File: src/rtl/wishbone_arbiter.sv
// -----------------------------------------------------------------------------
// wishbone_arbiter
//
// Shares a single Wishbone slave port among NUM_MASTERS requesters using
// round-robin arbitration. The grant is held for a master's entire bus cycle,
// from the rise of its cyc until it drops. At least one idle cycle always
// separates two owners.
//
// A bus watchdog answers err to the owner when a strobed transfer goes
// unanswered for TIMEOUT cycles. The CPU then traps instead of hanging.
//
// Ports
//   clk               system clock
//   rst_n             asynchronous active-low reset
//   masters_cyc/stb/we/adr/dat_mosi   requester-side request signals, per master
//   masters_ack/err/dat_miso          requester-side responses, per master
//                                     (index 0 wins ties out of reset)
//   slave_cyc/stb/we/adr/dat_mosi     shared downstream request
//   slave_ack/err/dat_miso            shared downstream response
//   grant             one-hot current owner, all-zero when idle
//   timeout_pulse     one-cycle pulse, the cycle after the watchdog fires
// -----------------------------------------------------------------------------
module wishbone_arbiter #(
    parameter int NUM_MASTERS = 2,
    parameter int TIMEOUT     = 16,
    parameter int DATA_W      = 32,
    parameter int ADR_W       = 32
) (
    input  logic                                clk,
    input  logic                                rst_n,

    input  logic [NUM_MASTERS-1:0]              masters_cyc,
    input  logic [NUM_MASTERS-1:0]              masters_stb,
    input  logic [NUM_MASTERS-1:0]              masters_we,
    input  logic [NUM_MASTERS-1:0][ADR_W-1:0]   masters_adr,
    input  logic [NUM_MASTERS-1:0][DATA_W-1:0]  masters_dat_mosi,
    output logic [NUM_MASTERS-1:0]              masters_ack,
    output logic [NUM_MASTERS-1:0]              masters_err,
    output logic [NUM_MASTERS-1:0][DATA_W-1:0]  masters_dat_miso,

    output logic                                slave_cyc,
    output logic                                slave_stb,
    output logic                                slave_we,
    output logic [ADR_W-1:0]                    slave_adr,
    output logic [DATA_W-1:0]                   slave_dat_mosi,
    input  logic                                slave_ack,
    input  logic                                slave_err,
    input  logic [DATA_W-1:0]                   slave_dat_miso,

    output logic [NUM_MASTERS-1:0]              grant,
    output logic                                timeout_pulse
);

    localparam int IDX_W = (NUM_MASTERS > 1) ? $clog2(NUM_MASTERS) : 1;
    localparam int WD_W  = $clog2(TIMEOUT) + 1;

    localparam logic [IDX_W-1:0]       LAST_IDX = IDX_W'(NUM_MASTERS - 1);
    localparam logic [WD_W-1:0]        WD_LIMIT = WD_W'(TIMEOUT - 1);
    localparam logic [NUM_MASTERS-1:0] ONE_HOT0 = NUM_MASTERS'(1);

    typedef enum logic {IDLE = 1'b0, BUSY = 1'b1} state_t;

    state_t                 state_q, state_d;
    logic [IDX_W-1:0]       owner_q, owner_d;
    logic [IDX_W-1:0]       rr_q, rr_d;
    logic [NUM_MASTERS-1:0] grant_q, grant_d;
    logic [WD_W-1:0]        wdog_q, wdog_d;
    logic                   timeout_pulse_q;

    logic                   owner_cyc;
    logic                   owner_stb;
    logic                   wdog_fire;
    logic [IDX_W-1:0]       winner;

    // First requester found when searching upward from 'start', wrapping at
    // NUM_MASTERS. The caller only uses the result when some request is set.
    function automatic logic [IDX_W-1:0] rr_pick(
        input logic [NUM_MASTERS-1:0] req,
        input logic [IDX_W-1:0]       start
    );
        logic [IDX_W-1:0] sel;
        logic             found;
        int               idx;
        sel   = '0;
        found = 1'b0;
        for (int k = 0; k < NUM_MASTERS; k++) begin
            idx = int'(start) + k;
            if (idx >= NUM_MASTERS) idx = idx - NUM_MASTERS;
            if (!found && req[idx]) begin
                found = 1'b1;
                sel   = IDX_W'(idx);
            end
        end
        return sel;
    endfunction

    assign owner_cyc = masters_cyc[owner_q];
    assign owner_stb = masters_stb[owner_q];
    assign winner    = rr_pick(masters_cyc, rr_q);

    // The watchdog fires only if the slave is still silent in the limit cycle.
    // A slave response arriving in that same cycle takes priority.
    assign wdog_fire = (state_q == BUSY) && owner_cyc && owner_stb &&
                       !slave_ack && !slave_err && (wdog_q == WD_LIMIT);

    // ---- state register ----
    always_ff @(posedge clk or negedge rst_n) begin
        if (!rst_n) begin
            state_q         <= IDLE;
            owner_q         <= '0;
            rr_q            <= '0;
            grant_q         <= '0;
            wdog_q          <= '0;
            timeout_pulse_q <= 1'b0;
        end else begin
            state_q         <= state_d;
            owner_q         <= owner_d;
            rr_q            <= rr_d;
            grant_q         <= grant_d;
            wdog_q          <= wdog_d;
            timeout_pulse_q <= wdog_fire;
        end
    end

    // ---- next-state logic ----
    always_comb begin
        state_d = state_q;
        owner_d = owner_q;
        rr_d    = rr_q;
        grant_d = grant_q;
        wdog_d  = '0;

        case (state_q)
            IDLE: begin
                if (|masters_cyc) begin
                    state_d = BUSY;
                    owner_d = winner;
                    grant_d = ONE_HOT0 << winner;
                end
            end
            BUSY: begin
                if (!owner_cyc) begin
                    state_d = IDLE;
                    grant_d = '0;
                    rr_d    = (owner_q == LAST_IDX) ? '0 : owner_q + 1'b1;
                end
                // The counter only advances while a strobe waits on a silent
                // slave. Any other case clears it, including release.
                if (owner_cyc && owner_stb && !slave_ack && !slave_err && !wdog_fire)
                    wdog_d = wdog_q + 1'b1;
            end
            default: begin
                state_d = IDLE;
                grant_d = '0;
            end
        endcase
    end

    // ---- output logic ----
    always_comb begin
        slave_cyc      = 1'b0;
        slave_stb      = 1'b0;
        slave_we       = 1'b0;
        slave_adr      = '0;
        slave_dat_mosi = '0;
        masters_ack      = '0;
        masters_err      = '0;
        masters_dat_miso = '0;

        if (state_q == BUSY) begin
            slave_cyc      = owner_cyc;
            // The strobe is withdrawn in the cycle the watchdog answers. This
            // keeps a late slave response from reaching the owner twice.
            slave_stb      = owner_stb && !wdog_fire;
            slave_we       = masters_we[owner_q];
            slave_adr      = masters_adr[owner_q];
            slave_dat_mosi = masters_dat_mosi[owner_q];
            for (int i = 0; i < NUM_MASTERS; i++) begin
                if (grant_q[i]) begin
                    masters_ack[i]      = slave_ack;
                    masters_err[i]      = slave_err || wdog_fire;
                    masters_dat_miso[i] = slave_dat_miso;
                end
            end
        end
    end

    assign grant         = grant_q;
    assign timeout_pulse = timeout_pulse_q;

endmodule

File: config.mk
export PLATFORM = sky130hd
export DESIGN_NAME = wishbone_arbiter
export DESIGN_NICKNAME = d
export VERILOG_FILES = /design/src/rtl/wishbone_arbiter.sv
export SDC_FILE = /design/constraint.sdc
export NUM_CORES = 1
export LEC_CHECK = 0
export CORE_AREA = 2 2 118 120
export CTS_BUF_LIST = sky130_fd_sc_hd__clkbuf_4
export CTS_CLUSTER_SIZE = 16
export DETAILED_ROUTE_END_ITERATION = 10
export DIE_AREA = 0 0 120 122
export HOLD_SLACK_MARGIN = 0.06
export PLACE_DENSITY_LB_ADDON = 0.05
export SYNTH_ARGS = -nofsm -noshare
export SYNTH_HDL_FRONTEND = slang
export SYNTH_SLANG_ARGS = --single-unit
File: constraint.sdc
create_clock -name clk -period 2.3 [get_ports clk]
set_input_delay 0.23 -clock clk [delete_from_list [all_inputs] [get_ports clk]]
set_output_delay 0.23 -clock clk [all_outputs]
set_load 0.05 [all_outputs]
==> impl_metrics.json <==
{
  "hold_class": "in -> async",
  "gp_congestion": 0.7975,
  "first_pass_iters": 4,
  "diodes": 0,
  "routedWlPerCell_um": 16.38,
  "synth-seq-area-share": 0.1366,
  "fillers": 1267,
  "end_kind": "primary output",
  "setup_viol_count_final": 0,
  "die_y_um": 122,
  "globalRouteOverflowTotal": 0,
  "die_w_um": 120,
  "yosysWarnings": 0,
  "synth_seq_cells": 11,
  "syn_area_mm2": 0.002014,
  "synthCells": 284,
  "dp_cells": 747,
  "worstSetupStartpointType": "flop",
  "hpwl_mm": 10.50,
  "cts_max_level": 1,
  "syn_avg_cell_area_um2": 7.093,
  "power_mw": 5.994,
  "area_growth_pct": 228.2,
  "antenna_found_initial": 0,
  "p_per_area_mw_per_mm2": 906.6,
  "placed_cell_area_mm2": 0.006581,
  "r2r_cells": 6,
  "r2r_end": "wdog_q[2]$_DFF_PN0_",
  "p_sw_frac": 0.5270,
  "finalMaxSlewViolations": 0,
  "dieArea_mm2": 0.01464,
  "post_cts_buffers": 0,
  "grt_max_degree": 73,
  "post_cts_resized": 0,
  "clock-sinks": 11,
  "path_cells": "inv_2 > buf_4 > nor2_1 > buf_12",
  "leakage_nw": 3.066,
  "cts_tree": "yes",
  "rows": 43,
  "via_per_inst": 4.177,
  "p_clk_frac": 0.024,
  "io_pins": 308,
  "grt_usage": 0.1557,
  "worst_ep_arrival_time_ps": 1850,
  "post-place-ws_ps": 356.2,
  "cts_root_buffer": "clkbuf_4",
  "drt_iter0_drc": 108,
  "clk_transition_reported_paths_ps": 70,
  "path_buf_inv": 3,
  "cap_violations": 0,
  "port_buffers": 307,
  "start_util": 0.1492,
  "relSlewSlack": 0.5406,
  "reg2reg_from": "wdog_q[0]$_DFF_PN0_",
  "status": "finished clean",
  "holdWs_ps": 301.3,
  "synth_cell_types": 29,
  "drc": 0,
  "postLayoutCellArea_mm2": 0.006611,
  "cp.required_ps": 2070,
  "cpLargestDelayFamily": "buffers and inverters",
  "path_max_fanout": 65,
  "switching_power_mw": 3.159,
  "setup_tns_ps": 0,
  "worst_slack_ps": 219.8,
  "grt_pass1_vias": 3201,
  "ir_worst_vdd_mv": 0.4347,
  "grt_pass1_wl_mm": 18.12,
  "cpPeakStageDelay_ps": 560,
  "insertion_delay_ps": 270,
  "layout-drive-gt1-share": 0.2680,
  "vias": 3137,
  "cts_buffers": 3,
  "cpMaxStageDelayCell": "buf_4",
  "hold_viol": 0,
  "hold_buffers": 0,
  "fmax_ghz": 0.4807,
  "p_int_mw": 2.835,
  "critical_path_class": "reg -> out",
  "wirelength_mm": 12.30,
  "finalNetCount": 744,
  "finClkSkew_ps": 1.411,
  "comb_power_share": 0.926,
  "coreArea_mm2": 0.01350,
  "final_antenna_net_count": 0,
  "min_period_ps": 2080,
  "fin_cells": 751,
  "grt_setup_unrepaired": "no",
  "worstMarginPinSlew_ps": 689.1,
  "clockBufferDepth": 2,
  "r2r_slack_ps": 710,
  "seq_power_share": 0.050,
  "final_util": 0.4896,
  "synthesis.nets": 456,
  "min_period_over_period": 0.9044
}
==> worst max path at each step <==
stage                        startpoint              to  slack [ps]  depth (start not counted)
floorplan           owner_q$_DFFE_PN0P_       slave_stb         220                          4
global placement         masters_cyc[1]  masters_err[0]         370                          5
detailed placement       masters_cyc[1]  masters_err[0]         360                          5
CTS                   state_q$_DFF_PN0_    slave_adr[6]         180                          4
global route          state_q$_DFF_PN0_  masters_err[0]          70                          4
finish                state_q$_DFF_PN0_    slave_adr[6]         220                          4
==> cell usage in the layout (no fill, tap or decap) <==
cell,count
mux2i_1,67
clkbuf_4,4
ha_1,2
xnor2_1,1
buf_12,135
nand2b_1,2
and3_1,67
and4b_1,1
nor2_1,76
o21ai_0,2
xor2_1,1
dfrtp_4,1
clkdlybuf4s50_1,170
a32o_1,1
a21oi_1,3
dfrtp_1,10
buf_4,8
inv_1,3
inv_2,1
nand3_1,3
nand2_1,3
a211o_1,1
mux2i_2,1
and4_1,1
o21ai_1,1
a211oi_1,1
nor3b_1,1
o31ai_2,2
a311oi_2,1
nor3_1,1
==> synthesized netlist by cell type <==
library cell,instances,area [µm²]
a211o_1,1,8.760
inv_2,1,3.750
and4_1,1,8.760
nor3_1,1,5.000
o31ai_1,2,15.01
a211oi_1,1,7.510
clkbuf_1,20,75.07
ha_1,2,25.02
a21oi_1,3,15.01
a32o_1,1,10.01
o21ai_0,2,10.01
inv_1,3,11.26
mux2i_2,1,13.76
a311oi_1,1,8.760
o21ai_1,1,5.000
nand2_1,3,11.26
buf_6,2,22.52
buf_2,6,30.03
and3_1,67,419.2
nand3_1,3,15.01
buf_4,2,15.01
xor2_1,1,8.760
nand2b_1,2,12.51
dfrtp_1,11,275.3
and4b_1,1,10.01
nor3b_1,1,7.510
xnor2_1,1,8.760
mux2i_1,67,670.6
nor2_1,76,285.3
==> cell type report <==
| class | instances | area (µm²) | area share |
|---|---|---|---|
| well taps | 180 | 225.2 | 0.03407 |
| flip-flops and latches | 11 | 279.0 | 0.04220 |
| multi-input cells | 239 | 1598 | 0.2417 |
| clock buffers | 4 | 30.03 | 0.004542 |
| inverters | 4 | 15.01 | 0.002271 |
| repair buffers | 313 | 4464 | 0.6752 |
==> registers in the layout, summed over array words and instances, names as in the netlist <==
signal,cells
rr_q,1
wdog_q,5
state_q,1
owner_q,1
grant,2
timeout_pulse,1
==> worst reg2reg max path, delay by kind of cell (launching register included) <==
family          cells  cell delay, ps
compound gates      1             180
fa+ha+maj           2             460
flops               1             400
simple gates        3             480
==> cells by family after synthesis <==
logic type | Yosys count | synth area share
xor+xnor | 2 | 0.008697
flops | 11 | 0.1366
compound gates | 12 | 0.03975
buf+inv | 34 | 0.07826
simple gates | 155 | 0.3845
mux | 68 | 0.3397
fa+ha+maj | 2 | 0.01242
==> power groups by stage <==
stage / registers, mW / clock network, mW / logic [mW]
final: 0.299 / 0.144 / 5.55
after global placement: 0.298 / 0 / 5.59
after global routing: 0.307 / 0.157 / 5.77
after floorplan: 0.299 / 0 / 2.87
after detailed placement: 0.302 / 0 / 5.61
after CTS: 0.299 / 0.147 / 5.62
==> per-layer routing <==
layer	global-route usage	wire length [µm]	part of all wire	vias up
met3	0.05665	1273	0.10	2
met4	0.008824	10	0.00081	0
li1	-	-	-	1567
met1	0.1581	4296	0.35	1393
met2	0.3146	6721	0.55	175
met5	0	0	0	-
Note: power is estimated with default switching activity, not from simulation.
